==> config.mk <==
export PLATFORM = sky130hd
export DESIGN_NAME = sm_loader
export DESIGN_NICKNAME = d
export VERILOG_FILES = /design/src/rtl/sm_pkg.sv /design/src/rtl/sm_sat_cnt.sv /design/src/rtl/sm_loader.sv
export SDC_FILE = /design/constraint.sdc
export NUM_CORES = 1
export LEC_CHECK = 0
export CORE_MARGIN = 8
export CORE_UTILIZATION = 50
export DETAILED_ROUTE_END_ITERATION = 12
export GPL_ROUTABILITY_DRIVEN = 0
export HOLD_SLACK_MARGIN = 0.12
export PLACE_DENSITY_LB_ADDON = 0.08
export SYNTH_ARGS = -nofsm -noshare
export SYNTH_HDL_FRONTEND = slang
export SYNTH_HIERARCHICAL = 1
export SYNTH_SLANG_ARGS = --single-unit
export TNS_END_PERCENT = 1
==> constraint.sdc <==
create_clock -name i_CLK -period 4.1 [get_ports i_CLK]
set_input_delay 1.23 -clock i_CLK [delete_from_list [all_inputs] [get_ports i_CLK]]
set_output_delay 1.23 -clock i_CLK [all_outputs]
set_load 0.02 [all_outputs]
==> src/rtl/sm_pkg.sv <==
// sm_pkg: shared types for the stack-machine host loader and core.
// Rev 1.0
`default_nettype none

package sm_pkg;

  typedef enum logic [1:0] {
    CMD_CODE  = 2'b00,
    CMD_DATA  = 2'b01,
    CMD_START = 2'b10,
    CMD_ABORT = 2'b11
  } cmd_e;

  typedef enum logic [2:0] {
    ST_IDLE   = 3'd0,
    ST_LOAD   = 3'd1,
    ST_KICK   = 3'd2,
    ST_WAIT   = 3'd3,
    ST_REPORT = 3'd4
  } ld_state_e;

endpackage

`default_nettype wire

==> src/rtl/sm_sat_cnt.sv <==
// sm_sat_cnt: up-counter with synchronous clear that saturates at all-ones.
// Rev 1.0
`default_nettype none

module sm_sat_cnt #(
  parameter int WIDTH = 6,
  parameter int INIT  = 0
) (
  input  logic             i_CLK,
  input  logic             i_RST,
  input  logic             i_CLR,
  input  logic             i_EN,
  output logic [WIDTH-1:0] o_CNT,
  output logic             o_TERM
);

  logic [WIDTH-1:0] cnt_q;

  always_ff @(posedge i_CLK or posedge i_RST) begin
    if (i_RST) begin
      cnt_q <= WIDTH'(INIT);
    end else if (i_CLR) begin
      cnt_q <= WIDTH'(INIT);
    end else if (i_EN && !o_TERM) begin
      cnt_q <= cnt_q + 1'b1;
    end
  end

  assign o_CNT  = cnt_q;
  assign o_TERM = &cnt_q;

endmodule

`default_nettype wire

==> src/rtl/sm_loader.sv <==
// sm_loader: host stream loader, start sequencer and result reporter for the stack-machine core.
// Rev 1.0
`default_nettype none

module sm_loader
  import sm_pkg::*;
#(
  parameter int CODERAM_ADDR_WIDTH = 6,
  parameter int CODERAM_DATA_WIDTH = 21,
  parameter int DATARAM_ADDR_WIDTH = 6,
  parameter int DATARAM_DATA_WIDTH = 16,
  parameter int RESULT_WIDTH       = 16,
  parameter int TIMEOUT_WIDTH      = 16
) (
  input  logic                          i_CLK,
  input  logic                          i_RST,
  input  logic                          i_S_VALID,
  output logic                          o_S_READY,
  input  logic [1:0]                    i_S_CMD,
  input  logic [CODERAM_DATA_WIDTH-1:0] i_S_DATA,
  output logic                          o_CODERAM_WE,
  output logic [CODERAM_ADDR_WIDTH-1:0] o_CODERAM_ADDR,
  output logic [CODERAM_DATA_WIDTH-1:0] o_CODERAM_DATA,
  output logic                          o_DATARAM_WE,
  output logic [DATARAM_ADDR_WIDTH-1:0] o_DATARAM_ADDR,
  output logic [DATARAM_DATA_WIDTH-1:0] o_DATARAM_DATA,
  output logic                          o_TB_WE,
  input  logic                          i_RDY,
  input  logic                          i_ERROR,
  input  logic [RESULT_WIDTH-1:0]       i_RESULT,
  output logic                          o_R_VALID,
  input  logic                          i_R_READY,
  output logic [RESULT_WIDTH-1:0]       o_R_RESULT,
  output logic                          o_R_ERROR,
  output logic                          o_R_TIMEOUT,
  output logic                          o_R_LOADERR,
  output logic                          o_BUSY
);

  ld_state_e state_q, state_d;
  cmd_e      w_cmd;
  logic      w_accept, w_clr_load, w_code_wr, w_data_wr, w_wd_clr, w_wd_term;
  logic      w_code_term, w_data_term, w_unused_wd;
  logic [CODERAM_ADDR_WIDTH-1:0] w_code_cnt;
  logic [DATARAM_ADDR_WIDTH-1:0] w_data_cnt;
  logic [TIMEOUT_WIDTH-1:0]      w_wd_cnt;

  logic s_ready_q, busy_q, tb_we_q, code_we_q, data_we_q;
  logic code_full_q, data_full_q, loaderr_q;
  logic r_valid_q, r_error_q, r_timeout_q, r_loaderr_q;
  logic [CODERAM_ADDR_WIDTH-1:0] code_addr_q;
  logic [CODERAM_DATA_WIDTH-1:0] code_wdata_q;
  logic [DATARAM_ADDR_WIDTH-1:0] data_addr_q;
  logic [DATARAM_DATA_WIDTH-1:0] data_wdata_q;
  logic [RESULT_WIDTH-1:0]       r_result_q;

  assign w_cmd      = cmd_e'(i_S_CMD);
  assign w_accept   = i_S_VALID && s_ready_q;
  assign w_code_wr  = w_accept && (w_cmd == CMD_CODE) && !code_full_q;
  assign w_data_wr  = w_accept && (w_cmd == CMD_DATA) && !data_full_q;
  assign w_clr_load = (state_q != ST_IDLE) && (state_d == ST_IDLE);
  assign w_wd_clr   = (state_q != ST_WAIT);
  assign w_unused_wd = ^w_wd_cnt;

  // Data address 0 is the core's forwarding operand, so data loading starts at 1.
  sm_sat_cnt #(.WIDTH(CODERAM_ADDR_WIDTH), .INIT(0)) u_code_cnt (
    .i_CLK(i_CLK), .i_RST(i_RST), .i_CLR(w_clr_load), .i_EN(w_code_wr),
    .o_CNT(w_code_cnt), .o_TERM(w_code_term)
  );

  sm_sat_cnt #(.WIDTH(DATARAM_ADDR_WIDTH), .INIT(1)) u_data_cnt (
    .i_CLK(i_CLK), .i_RST(i_RST), .i_CLR(w_clr_load), .i_EN(w_data_wr),
    .o_CNT(w_data_cnt), .o_TERM(w_data_term)
  );

  sm_sat_cnt #(.WIDTH(TIMEOUT_WIDTH), .INIT(0)) u_wd_cnt (
    .i_CLK(i_CLK), .i_RST(i_RST), .i_CLR(w_wd_clr), .i_EN(1'b1),
    .o_CNT(w_wd_cnt), .o_TERM(w_wd_term)
  );

  always_ff @(posedge i_CLK or posedge i_RST) begin
    if (i_RST) state_q <= ST_IDLE;
    else       state_q <= state_d;
  end

  always_comb begin
    state_d = state_q;
    case (state_q)
      ST_IDLE: begin
        if (w_accept) begin
          if (w_cmd == CMD_CODE || w_cmd == CMD_DATA) state_d = ST_LOAD;
          else if (w_cmd == CMD_START)                state_d = ST_KICK;
        end
      end
      ST_LOAD: begin
        if (w_accept) begin
          if (w_cmd == CMD_START)      state_d = ST_KICK;
          else if (w_cmd == CMD_ABORT) state_d = ST_IDLE;
        end
      end
      ST_KICK:   state_d = ST_WAIT;
      ST_WAIT:   if (i_RDY || w_wd_term) state_d = ST_REPORT;
      ST_REPORT: if (i_R_READY) state_d = ST_IDLE;
      default:   state_d = ST_IDLE;
    endcase
  end

  // A word hitting the last address still writes; only later words of that type drop.
  always_ff @(posedge i_CLK or posedge i_RST) begin
    if (i_RST) begin
      code_full_q <= 1'b0;
      data_full_q <= 1'b0;
      loaderr_q   <= 1'b0;
    end else if (w_clr_load) begin
      code_full_q <= 1'b0;
      data_full_q <= 1'b0;
      loaderr_q   <= 1'b0;
    end else begin
      if (w_code_wr && w_code_term) code_full_q <= 1'b1;
      if (w_data_wr && w_data_term) data_full_q <= 1'b1;
      if (w_accept && ((w_cmd == CMD_CODE && code_full_q) || (w_cmd == CMD_DATA && data_full_q)))
        loaderr_q <= 1'b1;
    end
  end

  always_ff @(posedge i_CLK or posedge i_RST) begin
    if (i_RST) begin
      s_ready_q    <= 1'b0;
      busy_q       <= 1'b0;
      tb_we_q      <= 1'b0;
      code_we_q    <= 1'b0;
      code_addr_q  <= '0;
      code_wdata_q <= '0;
      data_we_q    <= 1'b0;
      data_addr_q  <= '0;
      data_wdata_q <= '0;
    end else begin
      s_ready_q <= (state_d == ST_IDLE) || (state_d == ST_LOAD);
      busy_q    <= (state_d != ST_IDLE);
      tb_we_q   <= (state_d == ST_LOAD) || (state_d == ST_KICK);
      code_we_q <= w_code_wr;
      data_we_q <= w_data_wr;
      if (w_code_wr) begin
        code_addr_q  <= w_code_cnt;
        code_wdata_q <= i_S_DATA;
      end
      if (w_data_wr) begin
        data_addr_q  <= w_data_cnt;
        data_wdata_q <= i_S_DATA[DATARAM_DATA_WIDTH-1:0];
      end
    end
  end

  // A core result arriving on the terminal watchdog count takes priority over the timeout.
  always_ff @(posedge i_CLK or posedge i_RST) begin
    if (i_RST) begin
      r_valid_q   <= 1'b0;
      r_result_q  <= '0;
      r_error_q   <= 1'b0;
      r_timeout_q <= 1'b0;
      r_loaderr_q <= 1'b0;
    end else if (state_q == ST_WAIT && state_d == ST_REPORT) begin
      r_valid_q   <= 1'b1;
      r_result_q  <= i_RDY ? i_RESULT : '0;
      r_error_q   <= i_RDY & i_ERROR;
      r_timeout_q <= ~i_RDY;
      r_loaderr_q <= loaderr_q;
    end else if (state_q == ST_REPORT && i_R_READY) begin
      r_valid_q   <= 1'b0;
      r_result_q  <= '0;
      r_error_q   <= 1'b0;
      r_timeout_q <= 1'b0;
      r_loaderr_q <= 1'b0;
    end
  end

  assign o_S_READY      = s_ready_q;
  assign o_BUSY         = busy_q;
  assign o_TB_WE        = tb_we_q;
  assign o_CODERAM_WE   = code_we_q;
  assign o_CODERAM_ADDR = code_addr_q;
  assign o_CODERAM_DATA = code_wdata_q;
  assign o_DATARAM_WE   = data_we_q;
  assign o_DATARAM_ADDR = data_addr_q;
  assign o_DATARAM_DATA = data_wdata_q;
  assign o_R_VALID      = r_valid_q;
  assign o_R_RESULT     = r_result_q;
  assign o_R_ERROR      = r_error_q;
  assign o_R_TIMEOUT    = r_timeout_q;
  assign o_R_LOADERR    = r_loaderr_q;

endmodule

`default_nettype wire

==> results.yml, run 1 <==
clocking:
  hold_buffers: 0
  path_clk_slew_ns: 0.10
  htreeDepth: 3
  clock_latency_ns: 0.38
  post_cts_resized: 0
  cts.path.max_buffers: 2
  cts_tree: "done"
  cts_made_buffers: 9
  ctsRootBufferMaster: "clkbuf_8"
  cts_setup_buffers: 0
  cts.sinks: 108
setup_path:
  startpoint: "i_S_VALID"
  cp_slowest_stage_delay_ns: 0.57
  reg2reg_slack_ns: 1.77
  start_kind: "input pin"
  crit_buf_inv: 1
  worst_ep_arrival_time_ns: 3.43
  r2r_start: "u_wd_cnt/o_CNT[0]"
  crit_fanout: 15
  r2r_cells: 6
  crit_chain: "clkdlybuf4s50_1 > and3_1 > a211oi_2 > and2_1 > nor2b_1 > a31o_1 > a311oi_1"
  worst_setup_path_end_kind: "register"
  crit_required_ns: 4.39
  crit_family: "simple AND/OR/NAND/NOR gates"
  crit_type: "input pin to register"
  crit_slowest_cell: "and2_1"
  rr_endpoint: "o_R_RESULT[0]"
routing:
  first_pass_iters: 4
  vias: 3454
  via_per_inst: 5.48
  wirelength_um: 11200
  wl_per_cell_um: 17.8
  drt_first_iter_violations: 203
  ant_nets: 0
  drc: 0
logic_synthesis:
  syn_inst: 369
  ys_top_cells_by_area: "dfrtp_1, mux2_4, a22o_1"
  synthesis.area_um2: 4960
  synth_edf_count: 0
  synth_ff_type: "dfrtp_1"
  synth_top_cell_by_area: "dfrtp_1"
  ys_types: 63
  yosysSeqAreaShare_pct: 54.5
  synthArstFlopShare_pct: 100
  avgSynthCellArea_um2: 13.4
  synth_seq_cells: 108
  synth_top_area_share_pct: 54.0
  yosysWarnings: 6
place:
  hpwl_um: 8120
  io_buffer_count: 118
sta:
  finalSetupTns_ns: 0
  max_freq_mhz: 319
  drv_slew: 0
  finalCritPeriodShare_pct: 76.4
  setup_viol: 0
  finalClockSkew_ns: 0.0114
  layout_min_cycle_time_ns: 3.13
  holdWs_ns: 0.494
  worstMarginPinSlew_ns: 0.682
  finalHoldViolCount: 0
  max-slew-margin-rel_pct: 53.3
  rsz0062_at_grt: "false"
layout:
  final_common_cell: "clkdlybuf4s50_1"
  n_fill_cell: 725
  mostFrequentLayoutCells: "clkdlybuf4s50_1, dfrtp_1, mux2_4"
  syn_to_final_growth_pct: 29.9
  antenna_cells: 0
  num-nets-final: 540
  layout-drive-gt1-share_pct: 17.3
floorplan:
  fp-row-count: 36
  die_area_um2: 13400
  die_x_um: 116
  start_util_pct: 51.2
  core_area_um2: 9680
  io_pins: 119
  die_h_um: 116
power:
  peakVddDrop_mv: 0.307
  comb_power_share_pct: 43.6
  power_density_nw_per_um2: 640
  power_leakage_nw: 2.78
  pwr-share-seq_pct: 39.0
  p_sw_share_pct: 34.5
  power_switching_mw: 1.42
  internal_power_mw: 2.70
  pwr-share-clk_pct: 17.4
global_route:
  overflow: 0
  grt_max_degree: 59
  grt_pass1_wl_um: 17700
  grt_usage_pct: 16.8
  antenna_found_initial: 0
  first_global_vias: 3398
hold_path:
  holdPathEnd: "o_R_VALID"
  hold_start: "o_R_VALID"
  hold_class: "register to register"
  min_delay_path_depth: 1
flow_run:
  cap_violations: 0
status:
  outcome: "finished clean"
layout make-up:
| cell class | instances | area (um^2) | share of cell area [%] |
|---|---|---|---|
| Clock buffer | 12 | 145 | 2.25 |
| Clock inverter | 4 | 72.6 | 1.13 |
| Inverter | 13 | 50.0 | 0.777 |
| Multi-Input combinational cell | 238 | 2070 | 32.1 |
| Sequential cell | 108 | 2700 | 42.0 |
| Tap cell | 133 | 166 | 2.58 |
| Timing Repair Buffer | 122 | 1240 | 19.2 |
stage by stage:
| step | worst slack (ns) | utilization, % | instance area, um^2 | cells | total power, mW |
|---|---|---|---|---|---|
| after floorplan | 0.818 | - | 4980 | 373 | 2.63 |
| after global placement | 0.662 | 64.3 | 6230 | 614 | 3.40 |
| after detailed placement | 0.581 | 64.3 | 6230 | 614 | 3.44 |
| after CTS | 1.02 | 66.5 | 6440 | 630 | 4.17 |
| after global routing | 0.795 | 66.5 | 6440 | 630 | 4.33 |
| final | 0.968 | 66.5 | 6440 | 630 | 4.12 |
flip-flops by register name, summed over array words and instances, names as in the netlist, 6 cells and up:
| register | cells |
|---|---|
| u_wd_cnt/o_CNT | 16 |
| o_CODERAM_DATA | 21 |
| o_DATARAM_ADDR | 6 |
| o_CODERAM_ADDR | 6 |
| u_data_cnt/o_CNT | 6 |
| o_DATARAM_DATA | 16 |
| o_R_RESULT | 16 |
| u_code_cnt/o_CNT | 6 |
how the worst max path moves through the flow:
stage | endpoint | slack, ns | depth (start not counted)
after detailed placement | u_data_cnt/o_CNT[0] | 0.58 | 7
final | u_data_cnt/o_CNT[0] | 0.97 | 7
after floorplan | code_full_q | 0.82 | 1
after global routing | u_code_cnt/o_CNT[1] | 0.80 | 7
after global placement | u_data_cnt/o_CNT[0] | 0.66 | 7
after CTS | u_data_cnt/o_CNT[0] | 1.02 | 7
power groups by stage:
| stage | Sequential (mW) | Combinational, mW | Clock, mW |
|---|---|---|---|
| floorplan | 1.97 | 0.653 | 0 |
| detailed placement | 1.63 | 1.81 | 0 |
| global route | 1.66 | 1.90 | 0.772 |
| CTS | 1.61 | 1.82 | 0.743 |
| finish | 1.61 | 1.80 | 0.716 |
| global placement | 1.62 | 1.78 | 0 |
worst reg2reg max path: cells and delay by family (launching register included):
kind / cells / cell delay [ns]
adder cells (fa/ha/maj): 1 / 0.22
AND/OR/NAND/NOR: 3 / 1.19
flip-flops: 1 / 0.40
AO/OA/AOI/OAI: 2 / 0.42
synth_stat cells (3+ instances only):
cell type and instances:
a21oi_1 14, or3_2 3, mux2_4 38, mux2_1 8
nand4_1 7, a31oi_1 3, and2_1 3, or4_1 4
nor3_1 9, nor3b_1 3, nor4_1 4, a22o_1 17
and4_1 5, nor2_1 15, o21ai_0 5, dfrtp_1 107
nand3_1 7, inv_1 13, nand2_1 17, nor2b_1 5
a211oi_1 5, a211oi_2 3, ha_1 3, and3_1 3
and4_4 4, o31ai_1 3, mux2_2 5, buf_6 8
o311ai_1 3
cells by family (layout without fill, tap and decap cells):
| family | after synthesis | after routing | synth area share [%] |
|---|---|---|---|
| AO/OA/AOI/OAI | 69 | 69 | 11.3 |
| buffers and inverters | 27 | 151 | 4.19 |
| other | 1 | 5 | 0.0756 |
| multiplexers | 53 | 53 | 14.9 |
| AND/OR/NAND/NOR | 105 | 105 | 13.8 |
| adder cells (fa/ha/maj) | 3 | 3 | 0.757 |
| flip-flops | 108 | 108 | 54.5 |
| XOR/XNOR | 3 | 3 | 0.530 |
routing by layer:
metal	vias up	track usage, %	part of all wire, %
li1	1631	-	-
met1	1709	23.4	48
met2	109	24.7	44
met3	5	5.05	7.0
met4	0	5.36	0.61
met5	-	0	0
No activity file was read; power rests on OpenSTA's default activity.
==> inputs of run 2 (changes only) <==
==> constraint.sdc (replaced) <==
create_clock -name i_CLK -period 3 [get_ports i_CLK]
set_input_delay 0.9 -clock i_CLK [delete_from_list [all_inputs] [get_ports i_CLK]]
set_output_delay 0.9 -clock i_CLK [all_outputs]
set_load 0.02 [all_outputs]
==> run 2 against run 1 <==
Net effect: non-clock buffer count rose by 8; via count grew 1.0%; first-iteration DRC count fell by 0.99%; combinational power rose by 39%; critical endpoint is now u_code_cnt/o_CNT[1]; largest power group unchanged.
==> results.yml, run 2 (synthesized netlist as in run 1, its figures left out) <==
routing:
  wirelength_um: 11300
  met3WireLength_um: 761
  routed.top_layer: "met4"
  drc: 0
  ant_nets: 0
  vias: 3489
  wl_per_cell_um: 17.7
  dr_wl_met2_um: 5200
  via_per_inst: 5.47
  drt_first_iter_violations: 201
  first_pass_iters: 4
  wl_met1_um: 5240
setup_path:
  crit_required_ns: 3.26
  start_kind: "input pin"
  startpoint: "i_R_READY"
  worst_setup_path_end_kind: "register"
  crit_type: "input pin to register"
  worst_ep_arrival_time_ns: 2.68
  reg2reg_slack_ns: 0.79
  crit_chain: "clkdlybuf4s50_1 > nor4b_1 > a211oi_2 > and2_1 > buf_4 > inv_1 > nand2_1 > o311ai_1"
  r2r_start: "u_wd_cnt/o_CNT[0]"
  crit_slowest_cell: "nor4b_1"
  cp_slowest_stage_delay_ns: 0.50
  crit_fanout: 7
power:
  power_leakage_nw: 2.81
  internal_power_mw: 3.64
  pwr-share-seq_pct: 39.5
  comb_power_share_pct: 44.6
  power_switching_mw: 1.96
  power_density_nw_per_um2: 863
  pwr-share-clk_pct: 15.9
  finalPower_mw: 5.60
  peakVddDrop_mv: 0.326
  p_sw_share_pct: 35.0
clocking:
  htreeDepth: 3
  path_clk_slew_ns: 0.09
  ctsRootBufferMaster: "clkbuf_8"
  post_cts_resized: 0
  hold_buffers: 0
  cts_setup_buffers: 0
  cts_made_buffers: 9
  cts.path.max_buffers: 2
  cts_tree: "done"
  cts.sinks: 108
  clock_latency_ns: 0.36
place:
  postPlaceCellArea_um2: 6290
  io_buffer_count: 118
  placedCellCount: 622
  dpl_worst_slack_ns: 0.222
  hpwl_um: 8410
layout:
  layout-drive-gt1-share_pct: 19.0
  layout.cells.non_filler: 638
  largest_register_ff_count: 21
  antenna_cells: 0
  num-nets-final: 548
  mostFrequentLayoutCells: "clkdlybuf4s50_1, dfrtp_1, mux2_4"
  postLayoutCoreUtil_pct: 67.0
  final_common_cell: "clkdlybuf4s50_1"
  syn_to_final_growth_pct: 30.8
  final_area_um2: 6490
sta:
  rsz0062_at_grt: "false"
  max_freq_mhz: 412
  finalSetupTns_ns: 0
  layout_min_cycle_time_ns: 2.43
  finalHoldViolCount: 0
  fin_ws_ns: 0.572
  finalClockSkew_ns: 0.0118
  drv_slew: 0
  worstMarginPinSlew_ns: 0.645
  finalCritPeriodShare_pct: 80.9
  max-slew-margin-rel_pct: 56.9
  setup_viol: 0
  holdWs_ns: 0.493
global_route:
  grt_pass1_wl_um: 18700
  antenna_found_initial: 0
  grt_usage_pct: 17.5
  grt_max_degree: 32
  first_global_vias: 3638
  overflow: 0
hold_path:
  hold_class: "register to register"
  hold_start: "o_CODERAM_DATA[18]"
floorplan:
  io_pins: 119
  start_util_pct: 51.2
  die_h_um: 116
  fp-row-count: 36
  die_area_um2: 13400
  core_area_um2: 9680
  die_x_um: 116
flow_run:
  cap_violations: 0
status:
  outcome: "finished clean"
-- run 2: cell count changes in the layout (fill, tap and decap cells not counted) --
cell	change
clkinv_2	+1
clkbuf_1	-2
buf_4	+8
bufinv_16	-1
clkinv_4	+1
clkinvlp_4	+1
-- run 2: critical path, delay by kind of cell --
kind | cells | cell delay (ns)
and+or+nand+nor | 3 | 0.75
buffers and inverters | 3 | 0.72
AOI/OAI and AO/OA | 2 | 0.31
-- run 2: cell type report --
cell class / count / area, um^2
sequential: 108 / 2700
fill: 708 / 3200
clock buffer: 10 / 138
tap: 133 / 166
timing repair buffer: 130 / 1300
multi-input combinational: 238 / 2070
inverter: 13 / 50.0
clock inverter: 6 / 63.8
-- run 2: worst paths after layout --
kind,to,depth (start not counted)
setup / recovery,u_code_cnt/o_CNT[1],8
hold / removal,o_CODERAM_DATA[18],1
setup reg to reg,o_R_RESULT[8],7
hold reg to reg,o_CODERAM_DATA[18],1
max in group asynchronous,u_wd_cnt/o_CNT[15],2
min in group asynchronous,u_code_cnt/o_CNT[4],2
-- run 2: layer usage --
| layer | vias to the layer above | global-route usage, % |
|---|---|---|
| li1 | 1641 | - |
| met1 | 1737 | 23.4 |
| met5 | - | 0 |
| met3 | 12 | 3.86 |
| met4 | 0 | 5.96 |
| met2 | 99 | 27.4 |
-- run 2: power by group through the flow --
stage | sequential [mW] | clock, mW | combinational, mW
2_1_floorplan | 2.70 | 0 | 0.893
3_3_place_gp | 2.23 | 0 | 2.47
3_5_place_dp | 2.24 | 0 | 2.52
4_1_cts | 2.21 | 0.924 | 2.53
5_1_grt | 2.28 | 0.982 | 2.65
6_report | 2.21 | 0.890 | 2.50
==> inputs of run 3 (changes only) <==
==> constraint.sdc (replaced) <==
create_clock -name i_CLK -period 2.3 [get_ports i_CLK]
set_input_delay 0.69 -clock i_CLK [delete_from_list [all_inputs] [get_ports i_CLK]]
set_output_delay 0.69 -clock i_CLK [all_outputs]
set_load 0.02 [all_outputs]
==> run 3 against run 2 <==
Net effect: count of clock-buffer cells in the layout rose by 1; worst setup slack got worse by 0.40 ns; sequential cell count did not move; clock power rose by 36%; highest routed layer unchanged; first-iteration DRC count rose by 1.5%.
==> results.yml, run 3 (synthesized netlist as in run 1, its figures left out) <==
setup_path:
  start_kind: "input pin"
  crit_family: "compound AO/OA/AOI/OAI gates"
  cp_slowest_stage_delay_ns: 0.46
  crit_buf_inv: 2
  crit_slowest_cell: "clkdlybuf4s50_1"
  crit_chain: "clkdlybuf4s50_1 > and3_1 > a211oi_2 > and2_1 > buf_12 > nor2b_1 > a31o_1 > a311oi_1"
  crit_type: "input pin to register"
  worst_setup_path_end_kind: "register"
  crit_fanout: 12
  startpoint: "i_S_VALID"
  worst_ep_arrival_time_ns: 2.42
  crit_required_ns: 2.59
  r2r_start: "u_wd_cnt/o_CNT[0]"
routing:
  wl_per_cell_um: 17.9
  vias: 3541
  via_per_inst: 5.45
  drc: 0
  wirelength_um: 11700
  drt_first_iter_violations: 204
  ant_nets: 0
  first_pass_iters: 4
clocking:
  post_cts_resized: 0
  ctsRootBufferMaster: "clkbuf_8"
  clock_latency_ns: 0.38
  cts_setup_buffers: 0
  path_clk_slew_ns: 0.10
  cts_made_buffers: 9
  cts.sinks: 108
  cts_tree: "done"
  hold_buffers: 0
  htreeDepth: 3
  cts.path.max_buffers: 2
place:
  io_buffer_count: 118
  hpwl_um: 8820
  placedCellCount: 634
layout:
  regArea_um2: 2700
  num-nets-final: 560
  largest_register_ff_count: 21
  n_fill_cell: 738
  syn_to_final_growth_pct: 33.6
  final_common_cell: "clkdlybuf4s50_1"
  multi_input_area_um2: 2070
  mostFrequentLayoutCells: "clkdlybuf4s50_1, dfrtp_1, mux2_4"
  layout.cells.non_filler: 650
  antenna_cells: 0
  postLayoutCoreUtil_pct: 68.4
  layout-drive-gt1-share_pct: 20.9
global_route:
  grt_usage_pct: 17.8
  overflow: 0
  first_global_vias: 3599
  antenna_found_initial: 0
  grt_pass1_wl_um: 18700
  grt_max_degree: 40
floorplan:
  fp-row-count: 36
  io_pins: 119
  die_area_um2: 13400
  die_x_um: 116
  die_h_um: 116
  start_util_pct: 51.2
  core_area_um2: 9680
flow_run:
  cap_violations: 0
sta:
  setup_viol: 0
  layout_min_cycle_time_ns: 2.13
  finalHoldViolCount: 0
  drv_slew: 0
  finalClockSkew_ns: 0.0113
  finalCritPeriodShare_pct: 92.6
  rsz0062_at_grt: "false"
  finalSetupTns_ns: 0
  max-slew-margin-rel_pct: 51.2
  worstMarginPinSlew_ns: 0.713
  holdWs_ns: 0.492
  max_freq_mhz: 470
hold_path:
  hold_start: "o_CODERAM_DATA[19]"
  hold_class: "register to register"
power:
  power_leakage_nw: 2.88
  peakVddDrop_mv: 0.529
  power_density_nw_per_um2: 1140
  finalPower_mw: 7.52
status:
  outcome: "finished clean"
## run 3: cell types whose count changed in the layout (fill, tap and decap cells not counted), sizes merged
cell    delta
buf       +12
clkbuf     +1
clkinv     -1
## run 3: layer usage
metal | wire length [um] | share of wire (%) | global-route usage, %
met3 | 737 | 6.3 | 5.37
met5 | 0 | 0 | 0
met1 | 5300 | 45 | 22.5
met4 | 151 | 1.3 | 5.01
met2 | 5470 | 47 | 29.0
## run 3: power by group
part | internal, mW | leakage [nW] | switching (mW)
clock | 0.565 | 0.106 | 0.640
sequential | 2.49 | 1.38 | 0.390
combinational | 1.86 | 1.40 | 1.58
## run 3: area by class of cell
cell class,count,area share [%]
Multi-Input combinational cell,238,31.2
Clock inverter,5,0.906
Clock buffer,11,2.28
Timing Repair Buffer,142,21.5
Inverter,13,0.793
Tap cell,133,2.51
Sequential cell,108,40.8
## run 3: worst register-to-register path: cells and delay by family (launching register included)
kind / cells / cell delay (ns)
AO/OA/AOI/OAI: 2 / 0.67
AND/OR/NAND/NOR: 3 / 0.49
flip-flops: 1 / 0.43
adder cells (fa/ha/maj): 1 / 0.25
buffers and inverters: 1 / 0.15
## run 3: stage by stage
| step | instance area, um^2 | setup WS, ns |
|---|---|---|
| final | 6630 | 0.170 |
| after global routing | 6630 | 0.00810 |
| after CTS | 6630 | 0.160 |
| after detailed placement | 6420 | -0.217 |
| after global placement | 6420 | -0.163 |
| after floorplan | 4980 | 0.0487 |
## run 3: worst paths after layout
check,end,slack [ns],cells after the start
worst max-delay path,u_data_cnt/o_CNT[0],0.17,8
worst min-delay path,o_CODERAM_DATA[19],0.49,1
worst max register to register,o_R_RESULT[1],0.25,7
worst min register to register,o_CODERAM_DATA[19],0.49,1
max in group asynchronous,o_R_RESULT[11],0.99,3
min in group asynchronous,u_code_cnt/o_CNT[0],0.69,2
